[src/rtl/traffic_phase_timer_pkg.sv]
`default_nettype none
// ============================================================================
// Module      : traffic_timer_pkg
// Description : Shared definitions for the traffic phase timer.
//               - state_t     : timer state encoding (IDLE / RUN / HOLD)
//               - dur_default : power-on duration per table index
// Revision    : 1.0 - initial release
// ============================================================================
package traffic_timer_pkg;

  typedef enum logic [1:0] {
    ST_IDLE = 2'd0,
    ST_RUN  = 2'd1,
    ST_HOLD = 2'd2
  } state_t;

  localparam int unsigned c_dur_idx0 = 20;
  localparam int unsigned c_dur_idx1 = 5;
  localparam int unsigned c_dur_idx2 = 25;
  localparam int unsigned c_dur_idx3 = 2;

  // Indices beyond the four named phases reset to a one-cycle duration.
  function automatic int unsigned dur_default(input int unsigned idx);
    case (idx)
      0:       dur_default = c_dur_idx0;
      1:       dur_default = c_dur_idx1;
      2:       dur_default = c_dur_idx2;
      3:       dur_default = c_dur_idx3;
      default: dur_default = 1;
    endcase
  endfunction

endpackage
`default_nettype wire

[src/rtl/traffic_phase_timer_if.sv]
`default_nettype none
// ============================================================================
// Module      : traffic_phase_timer_if
// Description : Control/status bundle of the traffic phase timer.
//   master : drives start, timer_select, hold, cfg_we, cfg_addr, cfg_data;
//            observes done_pulse, busy, remaining, cur_select
//   slave  : the timer side (directions reversed)
// Revision    : 1.0 - initial release
// ============================================================================
interface traffic_phase_timer_if #(
  parameter int CNT_W = 8,
  parameter int SEL_W = 2
);
  logic             start;
  logic [SEL_W-1:0] timer_select;
  logic             hold;
  logic             cfg_we;
  logic [SEL_W-1:0] cfg_addr;
  logic [CNT_W-1:0] cfg_data;
  logic             done_pulse;
  logic             busy;
  logic [CNT_W-1:0] remaining;
  logic [SEL_W-1:0] cur_select;

  modport master (
    output start, timer_select, hold, cfg_we, cfg_addr, cfg_data,
    input  done_pulse, busy, remaining, cur_select
  );

  modport slave (
    input  start, timer_select, hold, cfg_we, cfg_addr, cfg_data,
    output done_pulse, busy, remaining, cur_select
  );
endinterface
`default_nettype wire

[src/rtl/phase_dur_table.sv]
`default_nettype none
// ============================================================================
// Module      : phase_dur_table
// Description : Phase duration table, registered write / combinational read.
//   clk, rst : clock, asynchronous active-low reset (loads defaults)
//   we, waddr, wdata : write port
//   raddr, rdata     : read port (returns the pre-write value on a
//                      same-edge write, as the write lands at the edge)
// Revision    : 1.0 - initial release
// ============================================================================
module phase_dur_table
  import traffic_timer_pkg::*;
#(
  parameter int CNT_W = 8,
  parameter int SEL_W = 2
) (
  input  wire logic             clk,
  input  wire logic             rst,
  input  wire logic             we,
  input  wire logic [SEL_W-1:0] waddr,
  input  wire logic [CNT_W-1:0] wdata,
  input  wire logic [SEL_W-1:0] raddr,
  output logic      [CNT_W-1:0] rdata
);
  localparam int NUM_SEL = 2**SEL_W;

  logic [CNT_W-1:0] r_table [NUM_SEL];

  always_ff @(posedge clk or negedge rst) begin
    if (!rst) begin
      for (int i = 0; i < NUM_SEL; i++) begin
        r_table[i] <= CNT_W'(dur_default(i));
      end
    end else if (we) begin
      r_table[waddr] <= wdata;
    end
  end

  assign rdata = r_table[raddr];

endmodule
`default_nettype wire

[src/rtl/traffic_phase_timer.sv]
`default_nettype none
// ============================================================================
// Module      : traffic_phase_timer
// Description : Programmable phase timer with hold, restart and optional
//               periodic reload.
//   clk  : rising-edge clock
//   rst  : asynchronous active-low reset
//   bus  : slave side of traffic_phase_timer_if
//          inputs  start, timer_select, hold, cfg_we, cfg_addr, cfg_data
//          outputs done_pulse, busy, remaining, cur_select (all registered)
// Revision    : 1.0 - initial release
// ============================================================================
module traffic_phase_timer
  import traffic_timer_pkg::*;
#(
  parameter int CNT_W       = 8,
  parameter int SEL_W       = 2,
  parameter int AUTO_RELOAD = 1
) (
  input wire logic              clk,
  input wire logic              rst,
  traffic_phase_timer_if.slave  bus
);
  state_t           r_state;
  logic             r_done;
  logic             r_busy;
  logic [CNT_W-1:0] r_remaining;
  logic [SEL_W-1:0] r_cur_select;
  logic [CNT_W-1:0] w_dur;
  logic [CNT_W-1:0] w_load_val;

  phase_dur_table #(
    .CNT_W (CNT_W),
    .SEL_W (SEL_W)
  ) u_table (
    .clk   (clk),
    .rst   (rst),
    .we    (bus.cfg_we),
    .waddr (bus.cfg_addr),
    .wdata (bus.cfg_data),
    .raddr (bus.timer_select),
    .rdata (w_dur)
  );

  // A count of D-1 after the load edge makes terminal count land D edges
  // later. A stored 0 behaves as 1, i.e. loads 0.
  assign w_load_val = (w_dur == '0) ? '0 : w_dur - 1'b1;

  // HOLD with hold low behaves exactly like RUN (counts on that edge), so
  // only edges that actually sample hold high are lost to the count.
  always_ff @(posedge clk or negedge rst) begin
    if (!rst) begin
      r_state      <= ST_IDLE;
      r_done       <= 1'b0;
      r_busy       <= 1'b0;
      r_remaining  <= '0;
      r_cur_select <= '0;
    end else begin
      r_done <= 1'b0;
      if (bus.start) begin
        r_state      <= ST_RUN;
        r_busy       <= 1'b1;
        r_remaining  <= w_load_val;
        r_cur_select <= bus.timer_select;
      end else begin
        case (r_state)
          ST_IDLE: begin
            r_busy <= 1'b0;
          end
          ST_RUN, ST_HOLD: begin
            if (bus.hold) begin
              r_state <= ST_HOLD;
            end else if (r_remaining == '0) begin
              r_done <= 1'b1;
              if (AUTO_RELOAD != 0) begin
                r_state      <= ST_RUN;
                r_remaining  <= w_load_val;
                r_cur_select <= bus.timer_select;
              end else begin
                r_state     <= ST_IDLE;
                r_busy      <= 1'b0;
                r_remaining <= '0;
              end
            end else begin
              r_state     <= ST_RUN;
              r_remaining <= r_remaining - 1'b1;
            end
          end
          default: begin
            r_state <= ST_IDLE;
            r_busy  <= 1'b0;
          end
        endcase
      end
    end
  end

  assign bus.done_pulse = r_done;
  assign bus.busy       = r_busy;
  assign bus.remaining  = r_remaining;
  assign bus.cur_select = r_cur_select;

endmodule
`default_nettype wire
[src/flat_wrapper.sv]
// flat-port wrapper written by rule: the top's interface ports become plain ports
module traffic_phase_timer_flat import traffic_timer_pkg::*;
#(
  parameter int CNT_W       = 8,
  parameter int SEL_W       = 2,
  parameter int AUTO_RELOAD = 1
)
  (clk, rst, bus_start, bus_timer_select, bus_hold, bus_cfg_we, bus_cfg_addr, bus_cfg_data, bus_done_pulse, bus_busy, bus_remaining, bus_cur_select);
  traffic_phase_timer_if #(.CNT_W(CNT_W), .SEL_W(SEL_W)) bus_i ();
  input wire logic clk;
  input wire logic rst;
  input wire logic [$bits(bus_i.start)-1:0] bus_start;
  input wire logic [$bits(bus_i.timer_select)-1:0] bus_timer_select;
  input wire logic [$bits(bus_i.hold)-1:0] bus_hold;
  input wire logic [$bits(bus_i.cfg_we)-1:0] bus_cfg_we;
  input wire logic [$bits(bus_i.cfg_addr)-1:0] bus_cfg_addr;
  input wire logic [$bits(bus_i.cfg_data)-1:0] bus_cfg_data;
  output wire logic [$bits(bus_i.done_pulse)-1:0] bus_done_pulse;
  output wire logic [$bits(bus_i.busy)-1:0] bus_busy;
  output wire logic [$bits(bus_i.remaining)-1:0] bus_remaining;
  output wire logic [$bits(bus_i.cur_select)-1:0] bus_cur_select;
  assign bus_i.start = bus_start;
  assign bus_i.timer_select = bus_timer_select;
  assign bus_i.hold = bus_hold;
  assign bus_i.cfg_we = bus_cfg_we;
  assign bus_i.cfg_addr = bus_cfg_addr;
  assign bus_i.cfg_data = bus_cfg_data;
  assign bus_done_pulse = bus_i.done_pulse;
  assign bus_busy = bus_i.busy;
  assign bus_remaining = bus_i.remaining;
  assign bus_cur_select = bus_i.cur_select;
  traffic_phase_timer #(.CNT_W(CNT_W), .SEL_W(SEL_W), .AUTO_RELOAD(AUTO_RELOAD)) u_core (.clk(clk), .rst(rst), .bus(bus_i));
endmodule
[config.mk]
export PLATFORM = sky130hd
export DESIGN_NAME = traffic_phase_timer_flat
export DESIGN_NICKNAME = d
export VERILOG_FILES = /design/src/rtl/traffic_phase_timer_pkg.sv /design/src/rtl/traffic_phase_timer_if.sv /design/src/rtl/phase_dur_table.sv /design/src/rtl/traffic_phase_timer.sv /design/src/flat_wrapper.sv
export SDC_FILE = /design/constraint.sdc
export NUM_CORES = 1
export LEC_CHECK = 0
export ABC_AREA = 1
export CAP_MARGIN = 20
export CORE_MARGIN = 4
export CORE_UTILIZATION = 55
export DETAILED_ROUTE_END_ITERATION = 12
export PLACE_DENSITY = 0.78
export RECOVER_POWER = 50
export SYNTH_ARGS = -nofsm -noshare
export SYNTH_HDL_FRONTEND = slang
export SYNTH_HIERARCHICAL = 1
export SYNTH_SLANG_ARGS = --single-unit
[constraint.sdc]
create_clock -name clk -period 2.2 [get_ports clk]
set_input_delay 0.44 -clock clk [delete_from_list [all_inputs] [get_ports clk]]
set_output_delay 0.44 -clock clk [all_outputs]
set_load 0.02 [all_outputs]
==> flow_summary.ini <==
[synthesis]
synth_seq_cells = 46
ys_seq_area_share_pct = 40.7
yosys.area_share.simple_pct = 38.8
post_synth_mux_area_share_pct = 0
syn_area_per_cell_um2 = 7.26
yosysWarnings = 6
synth-main-ff-cell = dfrtp_1
synthAdderAreaFrac_pct = 2.19
synth_edf_count = 0
syn_area_um2 = 2850
synth-xor-area-share_pct = 1.23
ys_types = 29
syn_nets = 415
yosysTopAreaCellShare_pct = 33.3
yosysTopAreaCell = dfrtp_1
async_reset_ff_share_pct = 100
synth_compound_area_share_pct = 4.91
synth.area.top_cells = dfrtp_1, nand2_1, inv_1, dfstp_2, nand3_1
synth_top_family_by_area = simple AND/OR/NAND/NOR gates
synth_cells = 393

[floorplanning]
core_um2 = 4880
die_w_um = 80.0
io_pins = 29
start_util_pct = 58.5
die_h_um = 80.0
dieArea_um2 = 6410
rows = 25

[clock_tree]
holdBufCountCts = 0
clk_path_buf_depth = 2
cts_max_level = 2
clkSinkCount = 46
root_buffer = clkbuf_8
post_cts_buffers = 0
clk_pin_slew_ns = 0.09
clock_latency_ns = 0.30
tritoncts = yes
numCtsBuffers = 5

[critical_path]
r2r-end = u_core/bus.remaining[0]
cp_data_required_time_ns = 2.40
timing.rr.start = u_core/u_table/r_table[0]
crit_fanout = 9
cp.arrival_ns = 2.12
critPathKind = input port to register
end_kind = register
rrSetupSlack_ns = 0.55
cp-start-kind = input port
reg2reg_depth = 13

[power_and_ir_drop]
max-vdd-ir-drop_uv = 408
comb_power_share_pct = 39.0
finalPower_uw = 2940
p_leak_uw = 0.00184
internal_power_uw = 1840
p_sw_share_pct = 37.4
power_density_nw_per_um2 = 863
seq_power_share_pct = 39.5
p_switching_uw = 1100
pwr-share-clk_pct = 21.4

[sta]
maxSlewViolCount = 0
slew_headroom_pct = 20.0
min_period_over_period_pct = 87.2
finClkSkew_ns = 0.00604
finalSetupViolCount = 0
tightest_slew_ns = 1.20
hold_viol = 0
rsz0062_at_grt = no
min_period_ns = 1.92
max_freq_mhz = 521

[finish]
multi_input_area_um2 = 1340
seq_area_um2 = 1160
diodes = 0
fillCellCount = 427
finalNetCount = 462
synthToLayoutAreaGrowth_pct = 19.5
drive_gt1_share_pct = 15.9
layout_common_cells = nand2_1, inv_1, nand3_1, dfrtp_1, clkdlybuf4s50_1
final_common_cell = nand2_1
layout.cells.non_filler = 508

[flow_run]
max-cap-violations = 0

[run_status]
outcome = completed

[drt]
route.antenna.remaining_nets = 0
viasPerCell = 5.00
drt_wl_total_mm = 6.22
drc_errors = 0
vias = 2541
drt_pass1_iterations = 4
drtIter0Drc = 95
wire_per_inst_um = 12.2

[grt]
grt-ovfl-total = 0
grt_max_degree = 26
grt_pass1_wl_mm = 10.9
track_usage_pct = 21.7
grt_pass1_vias = 2475
antenna_found_initial = 0

[place]
gp_congestion = 0.828
hpwlAfterDp_mm = 4.81
port_buffers = 28
dp.cells = 500

[worst_hold_path]
hp-class = input port to asynchronous set/reset pin
-- cells in the mapped netlist, types with 2 or more instances --
| cell | count |
|---|---|
| a21oi_1 | 4 |
| buf_2 | 2 |
| buf_4 | 4 |
| buf_6 | 4 |
| clkinv_1 | 4 |
| dfrtp_1 | 38 |
| dfstp_2 | 8 |
| ha_1 | 5 |
| inv_1 | 58 |
| inv_2 | 8 |
| nand2_1 | 143 |
| nand2_2 | 7 |
| nand2_4 | 2 |
| nand3_1 | 39 |
| nand3_4 | 3 |
| nand4_1 | 20 |
| nor2_1 | 19 |
| nor2_2 | 2 |
| nor2_4 | 2 |
| o21ai_0 | 2 |
| o21ai_1 | 2 |
| o21ai_2 | 8 |
| xnor2_1 | 2 |
| xor2_1 | 2 |
-- worst max-delay path, cell delays in order --
cell	delay, ns
clkdlybuf4s50_1	0.43
buf_4	0.18
nand3_1	0.08
nand2_1	0.05
inv_1	0.14
ha_1	0.18
nand2_1	0.07
nor2_1	0.12
nand3_2	0.15
nand2_1	0.10
nand2_1	0.05
nand2_1	0.07
inv_1	0.03
-- through the flow --
step	util [%]	cell area [um^2]	TNS, ns	hold slack, ns	setup WS (ns)
floorplan	-	2850	0	0.144	0.308
global placement	68.0	3320	-0.615	0.438	-0.126
detailed placement	68.0	3320	-1.30	0.456	-0.213
CTS	70.3	3430	0	0.131	0.102
global route	69.9	3410	0	0.472	0.107
finish	69.9	3410	0	0.359	0.282
-- state kept, by name (all words and copies together), names as in the netlist --
name	flops
u_core/bus.cur_select	2
u_core/bus.busy	1
u_core/bus.remaining	8
u_core/r_state	2
u_core/bus.done_pulse	1
u_core/u_table/r_table	32
-- final cells by class --
cell class              count  share of cell area [%]
clock buffers               6                    2.13
clock inverters             2                    1.10
flip-flops and latches     46                    34.1
repair buffers             50                    13.2
well taps                  67                    2.46
multi-input cells         267                    39.3
inverters                  70                    7.71
-- cell families (layout without fill, tap and decap cells) --
logic type | Yosys count | after routing
compound gates | 19 | 19
xor+xnor | 4 | 4
fa+ha+maj | 5 | 5
buf+inv | 80 | 128
flops | 46 | 46
simple gates | 239 | 239
-- power by group through the flow --
stage / clock (uW) / combinational, uW / sequential [uW]
finish: 631 / 1150 / 1160
global route: 688 / 1290 / 1190
CTS: 641 / 1160 / 1160
detailed placement: 0 / 1150 / 1180
global placement: 0 / 1120 / 1170
floorplan: 0 / 675 / 1240
-- routing by layer --
| metal | vias up | GRT usage, % | part of all wire (%) |
|---|---|---|---|
| met5 | - | 0 | 0 |
| met4 | 0 | 6.25 | 1.5 |
| met3 | 8 | 4.06 | 4.0 |
| met2 | 53 | 39.7 | 52 |
| met1 | 1166 | 25.7 | 43 |
| li1 | 1314 | - | - |
-- how the worst max path moves through the flow --
| stage | start | endpoint | slack [ns] | cells after the start |
|---|---|---|---|---|
| after floorplan | bus_timer_select[0] | u_core/bus.remaining[6] | 0.31 | 15 |
| after global routing | bus_timer_select[1] | u_core/bus.remaining[6] | 0.11 | 13 |
| final | bus_timer_select[1] | u_core/bus.remaining[0] | 0.28 | 13 |
| after detailed placement | bus_timer_select[0] | u_core/bus.remaining[6] | -0.21 | 14 |
| after CTS | bus_timer_select[0] | u_core/bus.remaining[6] | 0.10 | 14 |
| after global placement | bus_timer_select[0] | u_core/bus.remaining[6] | -0.13 | 14 |
-- what timing repair did --
item	4_1_cts	5_1_grt
resized for setup	0	2
setup endpoints to repair	0	8
hold endpoints to repair	0	0
Note: power is estimated with default switching activity, not from simulation.
